==> src/rtl/blake2s_io_host.sv <==
// Host-side pin driver for the Blake2s chip: CONF bytes, 64-byte blocks, digest collection.
// All pin/upstream outputs registered (1 cycle); upstream stalls become valid_o gaps, chip paced by ready_v_i.
module blake2s_io_host #(
  parameter int LL_W = 64
) (
  input  logic            clk,
  input  logic            nreset,
  input  logic            start_i,
  input  logic [5:0]      kk_i,
  input  logic [5:0]      nn_i,
  input  logic [LL_W-1:0] ll_i,
  input  logic            m_v_i,
  input  logic [7:0]      m_i,
  output logic            m_ready_o,
  output logic            valid_o,
  output logic [1:0]      cmd_o,
  output logic [7:0]      data_o,
  input  logic            ready_v_i,
  input  logic            hash_v_i,
  input  logic [7:0]      hash_i,
  output logic            h_v_o,
  output logic [7:0]      h_o,
  output logic            h_last_o,
  output logic            busy_o,
  output logic            err_o
);

  localparam int BW = LL_W - 5;
  localparam logic [BW-1:0] ONE_BLK = {{(BW-1){1'b0}}, 1'b1};
  localparam logic [1:0] CMD_CONF  = 2'd0;
  localparam logic [1:0] CMD_START = 2'd1;
  localparam logic [1:0] CMD_DATA  = 2'd2;
  localparam logic [1:0] CMD_LAST  = 2'd3;

  typedef enum logic [2:0] {
    S_IDLE, S_CONF, S_WAIT_RDY, S_BLOCK, S_WAIT_HASH, S_HASH
  } state_t;

  state_t          state_q, state_d;
  logic [5:0]      kk_q, kk_d, nn_q, nn_d;
  logic [LL_W-1:0] ll_q, ll_d, cons_q, cons_d;
  logic [BW-1:0]   nblk_q, nblk_d, blk_q, blk_d;
  logic [5:0]      idx_q, idx_d, hcnt_q, hcnt_d;
  logic            wfirst_q, wfirst_d;
  logic            busy_q, busy_d, err_q, err_d;
  logic            valid_q, valid_d, m_ready_q, m_ready_d;
  logic [1:0]      cmd_q, cmd_d;
  logic [7:0]      data_q, data_d, h_q, h_d;
  logic            h_v_q, h_v_d, h_last_q, h_last_d;

  logic [63:0]     ll64;
  logic [BW-1:0]   ll_blks, nblk_calc;
  logic            key_blk, key_blk_d;
  logic [1:0]      blk_cmd;

  always_comb begin
    state_d   = state_q;
    kk_d      = kk_q;
    nn_d      = nn_q;
    ll_d      = ll_q;
    cons_d    = cons_q;
    nblk_d    = nblk_q;
    blk_d     = blk_q;
    idx_d     = idx_q;
    hcnt_d    = hcnt_q;
    busy_d    = busy_q;
    err_d     = 1'b0;
    valid_d   = 1'b0;
    cmd_d     = 2'd0;
    data_d    = 8'd0;
    h_v_d     = 1'b0;
    h_d       = 8'd0;
    h_last_d  = 1'b0;

    ll64 = '0;
    ll64[LL_W-1:0] = ll_q;
    // ceil(ll/64) from the upper bits plus a remainder flag cannot overflow BW bits
    ll_blks   = {1'b0, ll_i[LL_W-1:6]} + {{(BW-1){1'b0}}, |ll_i[5:0]};
    nblk_calc = ll_blks + {{(BW-1){1'b0}}, (kk_i != 6'd0)};
    if (nblk_calc == '0) nblk_calc = ONE_BLK;

    key_blk = (kk_q != 6'd0) && (blk_q == ONE_BLK);
    if (blk_q == nblk_q)       blk_cmd = CMD_LAST;
    else if (blk_q == ONE_BLK) blk_cmd = CMD_START;
    else                       blk_cmd = CMD_DATA;

    case (state_q)
      S_IDLE: begin
        if (start_i) begin
          if (kk_i <= 6'd32 && nn_i != 6'd0 && nn_i <= 6'd32) begin
            kk_d    = kk_i;
            nn_d    = nn_i;
            ll_d    = ll_i;
            nblk_d  = nblk_calc;
            blk_d   = ONE_BLK;
            cons_d  = '0;
            idx_d   = 6'd0;
            hcnt_d  = 6'd0;
            busy_d  = 1'b1;
            state_d = S_CONF;
          end else begin
            err_d = 1'b1;
          end
        end
      end
      S_CONF: begin
        valid_d = 1'b1;
        cmd_d   = CMD_CONF;
        if (idx_q == 6'd0)      data_d = {2'b00, kk_q};
        else if (idx_q == 6'd1) data_d = {2'b00, nn_q};
        else begin
          for (int k = 0; k < 8; k++)
            if (idx_q == 6'(k + 2)) data_d = ll64[8*k +: 8];
        end
        if (idx_q == 6'd9) begin
          idx_d   = 6'd0;
          state_d = S_WAIT_RDY;
        end else begin
          idx_d = idx_q + 6'd1;
        end
      end
      S_WAIT_RDY: begin
        // The previous block's final byte is still on the pins during the first
        // cycle here, so a ready_v_i seen then may be stale.
        if (!wfirst_q && ready_v_i) state_d = S_BLOCK;
      end
      S_BLOCK: begin
        if (!(m_ready_q && !m_v_i)) begin
          valid_d = 1'b1;
          cmd_d   = blk_cmd;
          data_d  = m_ready_q ? m_i : 8'd0;
          if (m_ready_q && !key_blk) cons_d = cons_q + 1'b1;
          idx_d = idx_q + 6'd1;
          if (idx_q == 6'd63) begin
            if (blk_q == nblk_q) begin
              state_d = S_WAIT_HASH;
            end else begin
              blk_d   = blk_q + ONE_BLK;
              state_d = S_WAIT_RDY;
            end
          end
        end
      end
      S_WAIT_HASH, S_HASH: begin
        if (hash_v_i) begin
          h_v_d   = 1'b1;
          h_d     = hash_i;
          hcnt_d  = hcnt_q + 6'd1;
          state_d = S_HASH;
          if (hcnt_q + 6'd1 == nn_q) begin
            h_last_d = 1'b1;
            busy_d   = 1'b0;
            state_d  = S_IDLE;
          end
        end
      end
      default: state_d = S_IDLE;
    endcase

    wfirst_d  = (state_d == S_WAIT_RDY) && (state_q != S_WAIT_RDY);
    // Ready is asserted for the cycle in which the byte at idx_d must come from upstream.
    key_blk_d = (kk_q != 6'd0) && (blk_d == ONE_BLK);
    m_ready_d = (state_d == S_BLOCK) && (key_blk_d ? (idx_d < kk_q) : (cons_d < ll_q));
  end

  always_ff @(posedge clk or negedge nreset) begin
    if (!nreset) begin
      state_q   <= S_IDLE;
      kk_q      <= '0;
      nn_q      <= '0;
      ll_q      <= '0;
      cons_q    <= '0;
      nblk_q    <= '0;
      blk_q     <= '0;
      idx_q     <= '0;
      hcnt_q    <= '0;
      wfirst_q  <= 1'b0;
      busy_q    <= 1'b0;
      err_q     <= 1'b0;
      valid_q   <= 1'b0;
      cmd_q     <= '0;
      data_q    <= '0;
      m_ready_q <= 1'b0;
      h_v_q     <= 1'b0;
      h_q       <= '0;
      h_last_q  <= 1'b0;
    end else begin
      state_q   <= state_d;
      kk_q      <= kk_d;
      nn_q      <= nn_d;
      ll_q      <= ll_d;
      cons_q    <= cons_d;
      nblk_q    <= nblk_d;
      blk_q     <= blk_d;
      idx_q     <= idx_d;
      hcnt_q    <= hcnt_d;
      wfirst_q  <= wfirst_d;
      busy_q    <= busy_d;
      err_q     <= err_d;
      valid_q   <= valid_d;
      cmd_q     <= cmd_d;
      data_q    <= data_d;
      m_ready_q <= m_ready_d;
      h_v_q     <= h_v_d;
      h_q       <= h_d;
      h_last_q  <= h_last_d;
    end
  end

  assign m_ready_o = m_ready_q;
  assign valid_o   = valid_q;
  assign cmd_o     = cmd_q;
  assign data_o    = data_q;
  assign h_v_o     = h_v_q;
  assign h_o       = h_q;
  assign h_last_o  = h_last_q;
  assign busy_o    = busy_q;
  assign err_o     = err_q;

endmodule

==> config.mk <==
export PLATFORM = sky130hd
export DESIGN_NAME = blake2s_io_host
export DESIGN_NICKNAME = d
export VERILOG_FILES = /design/src/rtl/blake2s_io_host.sv
export SDC_FILE = /design/constraint.sdc
export NUM_CORES = 1
export LEC_CHECK = 0
export CAP_MARGIN = 20
export CORE_MARGIN = 2
export CORE_UTILIZATION = 62
export CTS_BUF_LIST = sky130_fd_sc_hd__clkbuf_4 sky130_fd_sc_hd__clkbuf_8
export CTS_CLUSTER_DIAMETER = 200
export CTS_CLUSTER_SIZE = 12
export DETAILED_ROUTE_END_ITERATION = 10
export MAX_ROUTING_LAYER = met4
export PLACE_DENSITY = 0.83
export SLEW_MARGIN = 0
export SYNTH_ARGS = -nofsm -noshare
export SYNTH_HDL_FRONTEND = slang
export SYNTH_SLANG_ARGS = --single-unit
==> constraint.sdc <==
create_clock -name clk -period 4.9 [get_ports clk]
set_input_delay 1.225 -clock clk [delete_from_list [all_inputs] [get_ports clk]]
set_output_delay 1.225 -clock clk [all_outputs]
set_load 0.05 [all_outputs]
==> results of run 1 <==
## what timing repair did
| action | in CTS | in global routing |
|---|---|---|
| hold buffers | 0 | 0 |
| endpoints found under the setup margin | 1 | 2 |
| pin swaps | 1 | 4 |
| resized for setup | 4 | 19 |
## logic make-up after synthesis
group / synth area share (%)
buffers and inverters: 4.71
muxes: 2.44
xor gates and xnor gates: 6.39
AOI/OAI and AO/OA: 16.1
and+or+nand+nor: 25.1
adders and majority gates: 5.28
DFF: 40.0
## cell usage in the layout, fill, tap and decap left out, types with 7 or more instances in the layout
cell	netlist	layout
sky130_fd_sc_hd__nand2_1	342	340
sky130_fd_sc_hd__dfrtp_1	298	298
sky130_fd_sc_hd__o21ai_0	266	260
sky130_fd_sc_hd__buf_4	1	214
sky130_fd_sc_hd__nor2_1	123	121
sky130_fd_sc_hd__clkdlybuf4s50_1	0	120
sky130_fd_sc_hd__nand3_1	109	109
sky130_fd_sc_hd__xnor2_1	96	96
sky130_fd_sc_hd__inv_1	92	92
sky130_fd_sc_hd__nand4_1	82	82
sky130_fd_sc_hd__ha_1	77	77
sky130_fd_sc_hd__a21oi_1	77	76
sky130_fd_sc_hd__and3_1	64	63
sky130_fd_sc_hd__mux2i_1	41	41
sky130_fd_sc_hd__xor2_1	40	40
sky130_fd_sc_hd__nor4_1	34	32
sky130_fd_sc_hd__nor3_1	34	32
sky130_fd_sc_hd__a21o_1	31	30
sky130_fd_sc_hd__clkbuf_8	0	30
sky130_fd_sc_hd__and2_1	26	25
sky130_fd_sc_hd__o31ai_1	26	25
sky130_fd_sc_hd__a31oi_1	19	19
sky130_fd_sc_hd__nor2b_1	15	15
sky130_fd_sc_hd__o211ai_1	14	14
sky130_fd_sc_hd__a211oi_1	12	11
sky130_fd_sc_hd__and4_1	10	10
sky130_fd_sc_hd__or4_1	9	9
sky130_fd_sc_hd__o41ai_1	9	9
sky130_fd_sc_hd__or3_1	9	8
sky130_fd_sc_hd__a222oi_1	8	8
sky130_fd_sc_hd__or2_2	7	7
sky130_fd_sc_hd__o22ai_1	7	7
sky130_fd_sc_hd__a221oi_1	7	7
## critical path: cells and delay by family
| kind | cells | cell delay, ns |
|---|---|---|
| multiplexers | 1 | 0.14 |
| buffers and inverters | 2 | 0.71 |
| AND/OR/NAND/NOR | 8 | 1.67 |
| adder cells (fa/ha/maj) | 1 | 0.32 |
| AO/OA/AOI/OAI | 8 | 1.21 |
## cells in the mapped netlist (all sizes together), types with 40 or more instances
cell type / number / area [µm²]
nand2: 345 / 1310
dfrtp: 298 / 7460
o21ai: 267 / 1340
nor2: 124 / 482
nand3: 114 / 596
xnor2: 96 / 841
clkbuf: 95 / 359
inv: 92 / 345
nand4: 83 / 526
a21oi: 77 / 385
ha: 77 / 963
and3: 65 / 412
mux2i: 41 / 410
xor2: 40 / 350
## state kept, by name, indices dropped and copies added, names as in the netlist, 3 cells and up
name / count
cons_q: 64
ll64: 64
blk_q: 59
nblk_q: 59
data_o: 8
h_o: 8
hcnt_q: 6
idx_q: 6
kk_q: 6
nn_q: 6
state_q: 3
## through the flow
stage	setup TNS (ns)	cell area, µm²	cells	util (%)	setup slack, ns
6_report	0	22000	2841	74.3	0.144
5_1_grt	-0.0277	22000	2841	74.3	-0.0277
4_1_cts	0	22000	2839	74.1	0.0339
3_5_place_dp	-1.07	21500	2809	72.6	-0.609
3_3_place_gp	-0.817	21500	2809	72.6	-0.455
2_1_floorplan	0	18700	2208	-	0.0138
## how the worst max path moves through the flow
stage	cells after the start	start	slack, ns	endpoint
3_3_place_gp	20	kk_i[0]	-0.46	m_ready_o
6_report	20	nn_i[0]	0.14	m_ready_o
3_5_place_dp	19	kk_i[0]	-0.61	m_ready_o
2_1_floorplan	23	nn_i[0]	0.01	m_ready_o
5_1_grt	19	kk_i[0]	-0.03	m_ready_o
4_1_cts	23	kk_q[3]	0.03	m_ready_o
## power by group through the flow
stage               Clock, mW  Combinational, mW  Sequential, mW
detailed placement          0               2.77            3.63
floorplan                   0               1.70            3.58
global route             1.48               3.11            3.67
finish                   1.38               2.84            3.61
CTS                      1.38               2.79            3.59
global placement            0               2.65            3.60
## cell type report
cell class / instances / area, µm²
multi-input cells: 1689 / 10400
well taps: 390 / 488
diodes: 2 / 5.00
inverters: 92 / 345
clock buffers: 30 / 413
flip-flops and latches: 298 / 7460
fillers: 2294 / 7610
repair buffers: 340 / 2920
## layer usage
layer	vias up	GRT usage [%]
met5	-	-
met4	0	18.4
met3	201	4.16
met2	972	62.6
met1	8705	52.1
li1	8324	-
==> flow_summary.ini, run 1 <==
[outcome]
status = finished, final reports clean

[placed_design]
number_of_port_buffers = 121
detailed_place_hpwl_um = 47200
gp_routability_congestion = 1.01

[critical_path]
timing.critical_path.arrival_ns = 5.28
required_arrival_time_at_the_worst_endpoint_ns = 5.42
critPathKind = in -> reg
r2r_end = m_ready_o
timing.critical_path.slowest_cell_delay_ns = 0.53
worst_r2r_path_depth = 26
worst-path-max-fanout = 23
rr_startpoint = blk_q[1]
crit_top_cell = sky130_fd_sc_hd__a21o_1
timing.reg2reg.setup_slack_ns = 0.24
critical_path.cell_chain = clkdlybuf4s50_1 -> or4_1 -> or3_1 -> and3_4 -> and2_4 -> nor2_2 -> buf_4 -> o21ai_0 -> o31ai_1 -> ha_1 -> a21o_1 -> a21o_1 -> a21o_1 -> a21o_1 -> a21o_1 -> a21oi_1 -> nor3_1 -> nor2_1 -> nand2_1 -> mux2i_1
startpoint_type = input pin
cp_slowest_cell = sky130_fd_sc_hd__or4_1
cp-end-kind = register

[routing]
post_drt_via_cell_ratio = 6.41
route.vias.total = 18200
detail_route.drc_violations = 0
drtAntennaViolNets = 0
count_of_routing_violations_after_the_opening_detailed_route_iteration = 2140
highest_layer = met4
met2_wirelength_um = 28400
routedWlPerCell_um = 21.5
wl_met1_um = 24400
routed_wirelength_um = 61000
first_pass_iters = 7
wl_met3_um = 4750

[die]
core.rowCount = 63
core_area_um2 = 29600
die_height_um = 177
floorplan.io_pins = 122
die_w_um = 177
die-area_um2 = 31500
initial_core_util_pct = 62.9

[power]
power_switching_share_pct = 39.5
combinationalPowerShare_pct = 36.3
internal_power_mw = 4.74
seqPwrFrac_pct = 46.1
share_of_power_burned_in_the_clock_network_pct = 17.6
total_power_mw = 7.83
power.switching_mw = 3.09
lkg_pwr_nw = 10.0
power_density_nw_per_um2 = 356
ir_drop_mv = 0.214

[logic_synthesis]
post_synth_inst_count = 2208
ys.flop_type = sky130_fd_sc_hd__dfrtp_1
synth_cell_types = 81
post_synth.cell_area_avg_um2 = 8.44
ys_ff_latch = 298
ys.warnings.count = 0
async_s_r_ff_share_synth_pct = 100
synth-edff-count = 0
post_synthesis_cell_area_um2 = 18600
postSynthNetCount = 2384
ys_seq_area_share_pct = 40.0

[timing]
timing.final.crit_period_ns = 4.76
post-route-period-util_pct = 97.1
worst_slew_margin_rel_pct = 36.4
hold_viol = 0
tightest_slew_ns = 0.954
report.final.slew_viol_count = 0
worst_hold_slack_ns = 0.495
setup-violations-final = 0
rsz_0062_raised_after_global_routing = yes
clock.fmax_mhz = 210
setup_skew_after_layout_ns = 0.0246

[grt]
via_count_of_the_first_global_routing_pass = 17300
number_of_antenna_violations_at_the_first_check_in_global_routing = 2
grt-ovfl-total = 0
globalRouteTotalUtil_pct = 39.8
grt_start_max_net_pins = 114
global_route_wire_length_before_repair_um = 94300

[run]
max-cap-violations = 0

[clock_tree]
cts_sinks = 298
cts_post_setup_buffers_inserted = 0
htree_num_levels = 1
cts_tree = yes
clockRootBuffer = sky130_fd_sc_hd__clkbuf_8
max-clock-path-buffers = 3
cts_made_buffers = 28
path_clk_slew_ns = 0.09
worstSkewPairLatency_ns = 0.60

[layout]
drive_gt1_share_pct = 12.5
nNetsFinal = 2625
areaGrowthSynthToFinish_pct = 18.2

[worst_hold_path]
worstHoldPathCells = 2
hold_path.startpoint = nblk_q[16]
worst_hold_path_type = reg -> reg
hold_path_end = nblk_q[16]
Power figures use the tool's default switching activity.
==> run 2, diff against run 1 <==
--- a/config.mk
+++ b/config.mk
@@ -7,8 +7,10 @@
 export LEC_CHECK = 0
 export CAP_MARGIN = 20
+export CELL_PAD_IN_SITES_DETAIL_PLACEMENT = 1
+export CELL_PAD_IN_SITES_GLOBAL_PLACEMENT = 2
 export CORE_MARGIN = 2
-export CORE_UTILIZATION = 62
+export CORE_UTILIZATION = 38
 export CTS_BUF_LIST = sky130_fd_sc_hd__clkbuf_4 sky130_fd_sc_hd__clkbuf_8
-export CTS_CLUSTER_DIAMETER = 200
+export CTS_CLUSTER_DIAMETER = 150
 export CTS_CLUSTER_SIZE = 12
 export DETAILED_ROUTE_END_ITERATION = 10
==> constraint.sdc (replaced) <==
create_clock -name clk -period 4.9 [get_ports clk]
set_input_delay 0.98 -clock clk [delete_from_list [all_inputs] [get_ports clk]]
set_output_delay 0.98 -clock clk [all_outputs]
set_load 0.05 [all_outputs]
==> run 2 against run 1 <==
Flip-flop and latch count is the same. Clock power grew 5%. Critical path depth grew 5. Worst hold slack lost 0.21 ns. Count of clock-buffer cells in the layout is the same. Largest power group unchanged.
==> flow_summary.ini, run 2 (same netlist as run 1, synthesis figures left out) <==
[critical_path]
cp-end-kind = register
timing.critical_path.arrival_ns = 5.28
timing.critical_path.slowest_cell_delay_ns = 0.55
source_of_the_critical_timing_path = kk_q[3]
required_arrival_time_at_the_worst_endpoint_ns = 5.46
worst-path-max-fanout = 6
crit_top_cell = sky130_fd_sc_hd__a21o_1
startpoint_type = register
rr_startpoint = kk_q[3]
cp_slowest_cell = sky130_fd_sc_hd__or4_1
critPathKind = reg -> reg

[power]
seqPwrFrac_pct = 44.9
power.switching_mw = 3.26
power_switching_share_pct = 40.6
total_power_mw = 8.02
internal_power_mw = 4.77
ir_drop_mv = 0.174
share_of_power_burned_in_the_clock_network_pct = 18.1
lkg_pwr_nw = 10.1
power_density_nw_per_um2 = 357
combinationalPowerShare_pct = 37.0

[routing]
count_of_routing_violations_after_the_opening_detailed_route_iteration = 1209
wl_met3_um = 2760
drtAntennaViolNets = 0
highest_layer = met4
route.vias.total = 17900
routed_wirelength_um = 72300
detail_route.drc_violations = 0
routedWlPerCell_um = 23.5
post_drt_via_cell_ratio = 5.79
met2_wirelength_um = 35000
wl_met1_um = 32300
first_pass_iters = 5

[die]
floorplan.io_pins = 122
initial_core_util_pct = 38.3
core.rowCount = 81
die_w_um = 225
core_area_um2 = 48600
die-area_um2 = 50800
die_height_um = 225

[layout]
drive_gt1_share_pct = 13.1
layout_commonest_cell = sky130_fd_sc_hd__nand2_1
layout_common_cells = sky130_fd_sc_hd__nand2_1, sky130_fd_sc_hd__dfrtp_1, sky130_fd_sc_hd__o21ai_0
finish.cell_count_without_fillers = 3083
n_fill_cell = 5800
nNetsFinal = 2635
finish.instance_area_um2 = 22500
areaGrowthSynthToFinish_pct = 20.5

[grt]
globalRouteTotalUtil_pct = 29.4
global_route_wire_length_before_repair_um = 112000
via_count_of_the_first_global_routing_pass = 18600
grt-ovfl-total = 0
number_of_antenna_violations_at_the_first_check_in_global_routing = 2
grt_start_max_net_pins = 99

[placed_design]
post_dp_cell_area_um2 = 21900
number_of_port_buffers = 121
gp_routability_congestion = 0.966
detailed_place_hpwl_um = 56700
dp_worst_setup_slack_ns = -0.637
placed_cells = 3046

[timing]
timing.final.crit_period_ns = 4.72
clock.fmax_mhz = 212
report.final.slew_viol_count = 0
tightest_slew_ns = 0.676
worst_hold_slack_ns = 0.283
final_critical_path_setup_slack_ns = 0.181
setup-violations-final = 0
rsz_0062_raised_after_global_routing = yes
hold_viol = 0
worst_slew_margin_rel_pct = 54.3
post-route-period-util_pct = 96.3
setup_skew_after_layout_ns = 0.0242

[clock_tree]
path_clk_slew_ns = 0.09
cts_tree = yes
ctsHoldBuffers = 0
max-clock-path-buffers = 3
cts_sinks = 298
cts_made_buffers = 28
worstSkewPairLatency_ns = 0.65
clockRootBuffer = sky130_fd_sc_hd__clkbuf_8
htree_num_levels = 1

[run]
max-cap-violations = 0

[outcome]
status = finished, final reports clean

[worst_hold_path]
worst_hold_path_type = in -> async
-- run 2: power by group through the flow --
stage	Combinational (mW)	Clock (mW)	Sequential, mW
after CTS	2.97	1.49	3.60
after global placement	2.80	0	3.61
after global routing	3.27	1.57	3.67
after detailed placement	2.94	0	3.64
after floorplan	1.69	0	3.58
final	2.97	1.45	3.60
-- run 2: area by class of cell --
| cell class | count | area (µm²) | share of cell area (%) |
|---|---|---|---|
| inverter | 92 | 345 | 1.54 |
| multi-input combinational | 1689 | 10400 | 46.5 |
| sequential | 298 | 7460 | 33.2 |
| clock buffer | 30 | 413 | 1.84 |
| antenna | 2 | 5.00 | 0.0223 |
| timing repair buffer | 350 | 3010 | 13.4 |
| tap | 622 | 778 | 3.47 |
-- run 2: worst paths after layout --
kind | endpoint | slack [ns] | cells after the start
worst min register to register | nblk_q[45] | 0.50 | 2
worst max-delay path | m_ready_o | 0.18 | 25
worst max register to register | m_ready_o | 0.18 | 25
min in group clk | nblk_q[45] | 0.50 | 2
max in group asynchronous | h_o[4] | 3.54 | 2
worst min-delay path | blk_q[14] | 0.28 | 1
-- run 2: per-layer routing --
metal,up-vias,global-route usage [%]
li1,8342,-
met1,9003,38.6
met2,404,48.3
met3,113,2.71
met4,0,8.93
met5,-,-
-- run 2: timing repair --
item | 4_1_cts | 5_1_grt
endpoints found under the setup margin | 1 | 2
resized for setup | 4 | 21
setup buffers | 2 | 3
cloned | 0 | 0
pin swaps | 1 | 5
-- run 2: stage by stage --
| stage | setup TNS [ns] | util [%] |
|---|---|---|
| after floorplan | 0 | - |
| after global placement | -0.903 | 45.0 |
| after detailed placement | -1.10 | 45.0 |
| after CTS | 0 | 45.9 |
| after global routing | -0.0990 | 46.2 |
| final | 0 | 46.2 |
-- run 2: worst max-delay path: cells and delay by family, from the launching register on --
family	cells	cell delay, ns
AO/OA/AOI/OAI	11	1.75
adder cells (fa/ha/maj)	1	0.20
buffers and inverters	5	0.71
flip-flops	1	0.41
multiplexers	1	0.13
AND/OR/NAND/NOR	7	1.43
